--- config.mk ---
export PLATFORM = sky130hd
export DESIGN_NAME = btn_event_ctrl
export DESIGN_NICKNAME = d
export VERILOG_FILES = /design/src/rtl/btn_event_ctrl.sv
export SDC_FILE = /design/constraint.sdc
export NUM_CORES = 1
export LEC_CHECK = 0
export CAP_MARGIN = 20
export CORE_UTILIZATION = 60
export DETAILED_ROUTE_END_ITERATION = 12
export GPL_TIMING_DRIVEN = 0
export HOLD_SLACK_MARGIN = 0.08
export PLACE_DENSITY = 0.79
export SYNTH_ARGS = -nofsm -noshare
export SYNTH_HDL_FRONTEND = slang
export SYNTH_SLANG_ARGS = --single-unit
--- constraint.sdc ---
create_clock -name clk -period 5.2 [get_ports clk]
set_input_delay 1.04 -clock clk [delete_from_list [all_inputs] [get_ports clk]]
set_output_delay 1.04 -clock clk [all_outputs]
set_load 0.01 [all_outputs]
--- src/rtl/btn_event_ctrl.sv ---
// Button-event controller: one shared, time-multiplexed debouncer feeding a small event FIFO.
// Define BTN_RELEASE_EVT_EN to queue release events as well as presses.
module btn_event_ctrl #(
  parameter int N_BTN      = 5,
  parameter int TICK_DIV   = 100000,
  parameter int DB_COUNT   = 16,
  parameter int FIFO_DEPTH = 4
) (
  input  logic             clk,
  input  logic             rst,
  input  logic [N_BTN-1:0] btn,
  output logic [N_BTN-1:0] btn_level,
  output logic             evt_valid,
  input  logic             evt_ready,
  output logic [3:0]       evt_code,
  output logic             evt_ovf,
  input  logic             ovf_clr
);

  // state  | meaning
  // S_IDLE | waiting for the next sample tick
  // S_SCAN | servicing button idx_q, one button per cycle

  localparam int TW = (TICK_DIV > 1) ? $clog2(TICK_DIV) : 1;
  localparam int AW = $clog2(FIFO_DEPTH);

  typedef enum logic {S_IDLE, S_SCAN} state_t;

  logic [N_BTN-1:0] sync1_q, sync2_q;
  logic [TW-1:0]    tick_cnt_q, tick_cnt_d;
  logic             tick;
  state_t           state_q, state_d;
  logic [2:0]       idx_q, idx_d;
  logic [7:0]       cnt_q [N_BTN];
  logic [7:0]       cnt_d [N_BTN];
  logic [N_BTN-1:0] level_q, level_d;
  logic [3:0]       mem_q [FIFO_DEPTH];
  logic [3:0]       mem_d [FIFO_DEPTH];
  logic [AW:0]      wr_ptr_q, wr_ptr_d, rd_ptr_q, rd_ptr_d;
  logic             valid_q, valid_d;
  logic             ovf_q, ovf_d;

  logic             evt, evt_rel, push, pop, full, wr_en, drop;
  logic [3:0]       push_code;

  assign tick       = (tick_cnt_q == TW'(TICK_DIV - 1));
  assign tick_cnt_d = tick ? '0 : tick_cnt_q + 1'b1;

  always_comb begin
    state_d = state_q;
    idx_d   = idx_q;
    level_d = level_q;
    cnt_d   = cnt_q;
    evt     = 1'b0;
    evt_rel = 1'b0;
    case (state_q)
      S_IDLE: begin
        if (tick) begin
          state_d = S_SCAN;
          idx_d   = '0;
        end
      end
      S_SCAN: begin
        if (sync2_q[idx_q] == level_q[idx_q]) begin
          cnt_d[idx_q] = '0;
        end else if (cnt_q[idx_q] == 8'(DB_COUNT - 1)) begin
          level_d[idx_q] = ~level_q[idx_q];
          cnt_d[idx_q]   = '0;
          evt            = 1'b1;
          evt_rel        = level_q[idx_q];
        end else begin
          cnt_d[idx_q] = cnt_q[idx_q] + 1'b1;
        end
        if (idx_q == 3'(N_BTN - 1)) begin
          state_d = S_IDLE;
          idx_d   = '0;
        end else begin
          idx_d = idx_q + 1'b1;
        end
      end
      default: state_d = S_IDLE;
    endcase
  end

`ifdef BTN_RELEASE_EVT_EN
  assign push = evt;
`else
  assign push = evt && !evt_rel;
`endif
  assign push_code = {evt_rel, idx_q};

  // A full FIFO still accepts a push when the head is popped on the same edge.
  assign full  = (wr_ptr_q[AW] != rd_ptr_q[AW]) && (wr_ptr_q[AW-1:0] == rd_ptr_q[AW-1:0]);
  assign pop   = valid_q && evt_ready;
  assign wr_en = push && (!full || pop);
  assign drop  = push && full && !pop;

  always_comb begin
    mem_d = mem_q;
    if (wr_en) mem_d[wr_ptr_q[AW-1:0]] = push_code;
    wr_ptr_d = wr_en ? wr_ptr_q + 1'b1 : wr_ptr_q;
    rd_ptr_d = pop ? rd_ptr_q + 1'b1 : rd_ptr_q;
    // Old write pointer delays valid by one edge after a push, while pops take effect at once.
    valid_d  = (wr_ptr_q != rd_ptr_d);
    ovf_d    = drop ? 1'b1 : (ovf_clr ? 1'b0 : ovf_q);
  end

  always_ff @(posedge clk or posedge rst) begin
    if (rst) begin
      sync1_q    <= '0;
      sync2_q    <= '0;
      tick_cnt_q <= '0;
      state_q    <= S_IDLE;
      idx_q      <= '0;
      level_q    <= '0;
      for (int k = 0; k < N_BTN; k++) cnt_q[k] <= '0;
      for (int k = 0; k < FIFO_DEPTH; k++) mem_q[k] <= '0;
      wr_ptr_q   <= '0;
      rd_ptr_q   <= '0;
      valid_q    <= 1'b0;
      ovf_q      <= 1'b0;
    end else begin
      sync1_q    <= btn;
      sync2_q    <= sync1_q;
      tick_cnt_q <= tick_cnt_d;
      state_q    <= state_d;
      idx_q      <= idx_d;
      level_q    <= level_d;
      cnt_q      <= cnt_d;
      mem_q      <= mem_d;
      wr_ptr_q   <= wr_ptr_d;
      rd_ptr_q   <= rd_ptr_d;
      valid_q    <= valid_d;
      ovf_q      <= ovf_d;
    end
  end

  assign btn_level = level_q;
  assign evt_valid = valid_q;
  assign evt_code  = mem_q[rd_ptr_q[AW-1:0]];
  assign evt_ovf   = ovf_q;

endmodule
==> results of run 1 <==
[cell type report]
cell class / count / area, um2
Buffer: 19 / 113
Fill cell: 582 / 2390
Inverter: 11 / 43.8
Tap cell: 102 / 128
Timing Repair Buffer: 20 / 218
Clock buffer: 10 / 138
Clock inverter: 6 / 55.1
Multi-Input combinational cell: 315 / 2220
Sequential cell: 100 / 2500
[how the worst max path moves through the flow]
| stage | from | end | slack [ns] | cells after the start |
|---|---|---|---|---|
| floorplan | rst | btn_level[0]$_DFFE_PP0P_ | 1.54 | 1 |
| global route | rd_ptr_q[0]$_DFF_PP0_ | evt_code[0] | 1.88 | 3 |
| finish | rd_ptr_q[0]$_DFF_PP0_ | evt_code[0] | 1.98 | 3 |
| global placement | rst | mem_q[11]$_DFFE_PP0P_ | 0.18 | 2 |
| detailed placement | evt_ready | mem_q[2]$_DFFE_PP0P_ | 2.11 | 7 |
| CTS | rd_ptr_q[0]$_DFF_PP0_ | evt_code[0] | 1.94 | 3 |
[flip-flops by register name, indices dropped and copies added, names as in the netlist]
name / count
sync1_q: 5
btn_level: 5
wr_ptr_q: 3
sync2_q: 5
tick_cnt_q: 17
evt_ovf: 1
evt_valid: 1
cnt_q: 40
state_q: 1
rd_ptr_q: 3
mem_q: 16
idx_q: 3
[per-stage QoR]
stage          hold WS (ns)  instances   util  instance area [um2]  worst slack [ns]
5_1_grt               0.379        583  0.694                 5420              1.88
4_1_cts               0.361        583  0.694                 5420              1.94
3_3_place_gp          0.333        566  0.665                 5190             0.181
6_report              0.358        583  0.694                 5420              1.98
3_5_place_dp          0.337        567  0.669                 5230              2.11
2_1_floorplan         0.331        445      -                 4880              1.54
[power by group through the flow]
stage / Combinational [uW] / Sequential [uW] / Clock, uW
5_1_grt: 33.9 / 783 / 518
4_1_cts: 30.8 / 782 / 492
3_5_place_dp: 30.7 / 797 / 0
2_1_floorplan: 16.2 / 797 / 0
6_report: 29.8 / 782 / 484
3_3_place_gp: 27.1 / 797 / 0
[placed cells by master, fill, tap and decap left out, drive strengths merged, types with 5 or more instances in the layout]
cell type and instances:
and3 6, inv 14, mux2 19, xnor2 17
a32o 7, a21oi 5, nor2 31, clkbuf 19
dfrtp 100, buf 11, o21ai 50, ha 9
a211o 5, mux2i 10, nand4 7, nand2 56
clkdlybuf4s50 19, nand3 18, xor2 13
[worst max-delay path, stage by stage (launching register included)]
cell	delay (ns)
dfrtp_1	0.36
clkbuf_1	0.39
mux4_2	0.57
clkdlybuf4s50_1	0.49
[per-layer routing]
| metal | vias to the layer above | GRT usage |
|---|---|---|
| li1 | 1638 | - |
| met1 | 1799 | 0.366 |
| met2 | 171 | 0.430 |
| met3 | 29 | 0.0514 |
| met4 | 0 | 0.105 |
| met5 | - | 0 |
[kinds of logic after synthesis]
logic type,share of synthesized area
buffers and inverters,0.0316
AO/OA/AOI/OAI,0.120
flip-flops,0.513
multiplexers,0.0883
XOR/XNOR,0.0539
adder cells (fa/ha/maj),0.0231
AND/OR/NAND/NOR,0.170
==> results.toml, run 1 <==
[clocking]
clock_latency_ns = 0.37
clock-sinks = 100
post_cts_buffers = 0
clk_pin_slew_ns = 0.10
clock-root-buffer = "clkbuf_8"
cts_buffers = 9
cts_max_level = 3
cts.hold.buffers_added = 0
cts_tree = "built"
cts_buffer_depth = 2
cts.repair.resized = 0

[sta]
tightest_slew_ns = 0.725
fin_crit_ns = 3.22
fin_setup_tns_ns = 0
fin_crit_sh = 0.619
slew_headroom = 0.513
hold_viol_final = 0
setup_viol = 0
rsz0062_at_grt = "no"
clock.fmax_mhz = 311
maxSlewViolCount = 0
fin_skew_ns = 0.00536

[global_routing]
grt_pass1_vias = 3504
antenna_found_initial = 0
grt_use_total = 0.270
grt-ovfl-total = 0
grt_pass1_wl_um = 17500
grt_max_degree = 63

[placed_design]
portBuffers = 19
gp_congestion = 0.948
hpwl_um = 7290

[power]
clkPwrFrac = 0.374
combPwrFrac = 0.023
p_leak_uw = 0.00237
p_seq_frac = 0.603
fin_total_pwr_uw = 1300
power.internal_uw = 986
irDropWorstVdd_mv = 0.170
netSwitchingFraction = 0.239
p_sw_uw = 309
power.density_nw_per_um2 = 239

[yosys]
yosysUniqueCellTypes = 62
yosysSeqAreaShare = 0.513
syn_inst = 445
synth_top_area_cell = "dfrtp_1"
post-synth-top-count-cell = "dfrtp_1"
ys_top_cells_by_count = "dfrtp_1, nand2_1, o21ai_1, nor2_1, nand3_1"
ys_top_cells_by_area = "dfrtp_1, nand2_1, o21ai_1"
synth_top_area_share = 0.513
synth.net_count = 463
synth_ff_type = "dfrtp_1"
synth_area_per_cell_um2 = 11.0
async_flop_share = 1.00
netlist_area_um2 = 4880
ys_seq_elements = 100
synth_edf_count = 0
yosysWarnings = 0

[detailed_routing]
routed_wl_um = 10700
wl_per_cell_um = 18.3
drc = 0
route.met3.wl_um = 775
dr.pass1.iters = 5
via_per_inst = 6.24
wl_met2_um = 5000
vias = 3637
postRouteAntennaNets = 0
highest_layer = "met4"
wl_met1_um = 4620
drt_iter0_markers = 346

[finish]
drive_gt1_frac = 0.139
final_nets = 494
diodes = 0
area_delta_synth_final_pct = 11.1

[hold_path]
holdPathStages = 0
min_path_type = "flop to flop"
hold-path-endpoint = "sync2_q[4]$_DFF_PP0_"
min_from = "sync1_q[4]$_DFF_PP0_"

[worst_setup_path]
rrSetupSlack_ns = 2.27
worst_setup_path_end_kind = "output port"
critPathArrivalTime_ns = 2.18
rr_worst_depth = 10
worst_r2r_endpoint = "cnt_q[31]$_DFFE_PP0P_"
reg2reg_from = "idx_q[0]$_DFFE_PP0P_"
crit_type = "flop to output port"
worst_setup_path_start_kind = "flop"
cp_max_fo = 6
critPathRequiredTime_ns = 4.16

[flow_run]
maxCapViolCount = 0

[floorplan]
coreArea_um2 = 7810
pin_count = 20
rows = 32
fp.dieArea_um2 = 8490
die_h_um = 92.2
start_util = 0.625
die_x_um = 92.2

[run_status]
status = "completed"
Power figures use the tool's default switching activity.
==> run 2: changes to the inputs <==
==> constraint.sdc (replaced) <==
create_clock -name clk -period 3.2 [get_ports clk]
set_input_delay 0.64 -clock clk [delete_from_list [all_inputs] [get_ports clk]]
set_output_delay 0.64 -clock clk [all_outputs]
set_load 0.01 [all_outputs]
==> results.toml, run 2 (synthesis results as in run 1) <==
[sta]
clock.fmax_mhz = 347
whs_ns = 0.357
slew_headroom = 0.498
fin_skew_ns = 0.0127
tightest_slew_ns = 0.748
fin_setup_tns_ns = 0
hold_viol_final = 0
setup_viol = 0
fin_crit_ns = 2.89
fin_crit_sh = 0.902
maxSlewViolCount = 0
rsz0062_at_grt = "no"

[power]
irDropWorstVdd_mv = 0.307
p_leak_uw = 0.00238
power.density_nw_per_um2 = 387

[detailed_routing]
wl_met1_um = 4660
routed_wl_um = 10600
drt_iter0_markers = 237
via_per_inst = 6.14
route.met3.wl_um = 731
postRouteAntennaNets = 0
wl_met2_um = 4990
highest_layer = "met4"
vias = 3585
wl_per_cell_um = 18.2
drc = 0
dr.pass1.iters = 6

[worst_setup_path]
cpMaxStageDelayCell = "dfrtp_1"
cp.depth = 10
rrSetupSlack_ns = 0.31
rr_worst_depth = 10
critPathRequiredTime_ns = 3.43
max_stage_delay_ns = 0.40
crit_chain = "buf_2 -> nor2_2 -> a32oi_1 -> nand2_1 -> ha_1 -> inv_1 -> nor2_1 -> buf_4 -> a211o_1 -> o21ai_1"
reg2reg_from = "idx_q[0]$_DFFE_PP0P_"
worst_r2r_endpoint = "cnt_q[27]$_DFFE_PP0P_"
critPathArrivalTime_ns = 3.12
worst_setup_path_end_kind = "flop"
worst_setup_path_start_kind = "flop"
cpLargestDelayFamily = "simple AND/OR/NAND/NOR gates"
path_buf_inv = 3
crit_type = "flop to flop"
cp_max_fo = 10

[clocking]
clock-root-buffer = "clkbuf_8"
post_cts_buffers = 0
cts.hold.buffers_added = 0
cts.repair.resized = 0
cts_buffer_depth = 2
cts_max_level = 3
cts_buffers = 9
cts_tree = "built"
clk_pin_slew_ns = 0.10
clock-sinks = 100
clock_latency_ns = 0.37

[finish]
area_delta_synth_final_pct = 11.4
multi_input_area_um2 = 2220
final_nets = 495
stdcell_count = 584
fillers = 586
diodes = 0
drive_gt1_frac = 0.141
seqCellArea_um2 = 2500
largest_register_ffs = 40
reg.largest.list = "cnt_q: 40 flops, tick_cnt_q: 17 flops, mem_q: 16 flops"
final_cell_mix = "dfrtp_1, nand2_1, o21ai_1"
final_common_cell = "dfrtp_1"
regMostFlops = "cnt_q"

[global_routing]
grt-ovfl-total = 0
grt_pass1_wl_um = 17800
antenna_found_initial = 0
grt_pass1_vias = 3523
grt_use_total = 0.275
grt_max_degree = 43

[floorplan]
rows = 32
die_x_um = 92.2
fp.dieArea_um2 = 8490
start_util = 0.625
pin_count = 20
die_h_um = 92.2
coreArea_um2 = 7810

[placed_design]
gp_congestion = 0.949
portBuffers = 19
hpwl_um = 7400
dp.cells = 568

[hold_path]
min_from = "sync1_q[1]$_DFF_PP0_"
min_path_type = "flop to flop"
holdPathStages = 0
hold-path-endpoint = "sync2_q[1]$_DFF_PP0_"

[flow_run]
maxCapViolCount = 0

[run_status]
status = "completed"
==> run 2: cell types whose count changed in the layout (fill, tap and decap cells not counted) <==
cell / change
inv_4: -1
buf_16: -1
clkinv_4: +1
buf_12: +2
==> run 2: power by group <==
| part | switching, uW | total [uW] | internal (uW) |
|---|---|---|---|
| clock network | 464 | 784 | 320 |
| logic | 33.2 | 49.7 | 16.5 |
| registers | 1.62 | 1270 | 1270 |
| total | 499 | 2100 | 1610 |
==> run 2: worst register-to-register path, delay by kind of cell, from the launching register on <==
kind	cells	cell delay, ns
adders and majority gates	1	0.28
and+or+nand+nor	3	0.85
DFF	1	0.40
AOI/OAI and AO/OA	3	0.71
buffers and inverters	3	0.52
==> run 2: worst max path at each step <==
stage | start | to | slack, ns
global placement | rst | mem_q[8]$_DFFE_PP0P_ | 0.41
CTS | rd_ptr_q[0]$_DFF_PP0_ | evt_code[1] | 0.32
global route | idx_q[0]$_DFFE_PP0P_ | cnt_q[27]$_DFFE_PP0P_ | 0.14
finish | idx_q[0]$_DFFE_PP0P_ | cnt_q[27]$_DFFE_PP0P_ | 0.31
floorplan | idx_q[1]$_DFFE_PP0P_ | cnt_q[35]$_DFFE_PP0P_ | 0.86
detailed placement | idx_q[0]$_DFFE_PP0P_ | cnt_q[31]$_DFFE_PP0P_ | 0.41
==> run 2: final cells by class <==
| type | count | share of cell area |
|---|---|---|
| Sequential cell | 100 | 0.461 |
| Multi-Input combinational cell | 315 | 0.409 |
| Timing Repair Buffer | 21 | 0.0424 |
| Clock buffer | 10 | 0.0253 |
| Tap cell | 102 | 0.0235 |
| Buffer | 19 | 0.0207 |
| Clock inverter | 6 | 0.0104 |
| Inverter | 11 | 0.00829 |
==> run 2: through the flow <==
stage	instance area, um2	total power, uW	setup slack, ns	util
6_report	5430	2100	0.314	0.696
5_1_grt	5430	2170	0.143	0.696
4_1_cts	5430	2120	0.321	0.696
3_3_place_gp	5200	1340	0.407	0.666
3_5_place_dp	5240	1350	0.407	0.671
2_1_floorplan	4880	1320	0.864	-
==> run 2: routing by layer <==
layer | vias to the layer above | GRT usage
li1 | 1644 | -
met1 | 1767 | 0.379
met2 | 152 | 0.433
met3 | 22 | 0.0423
met4 | 0 | 0.120
met5 | - | 0
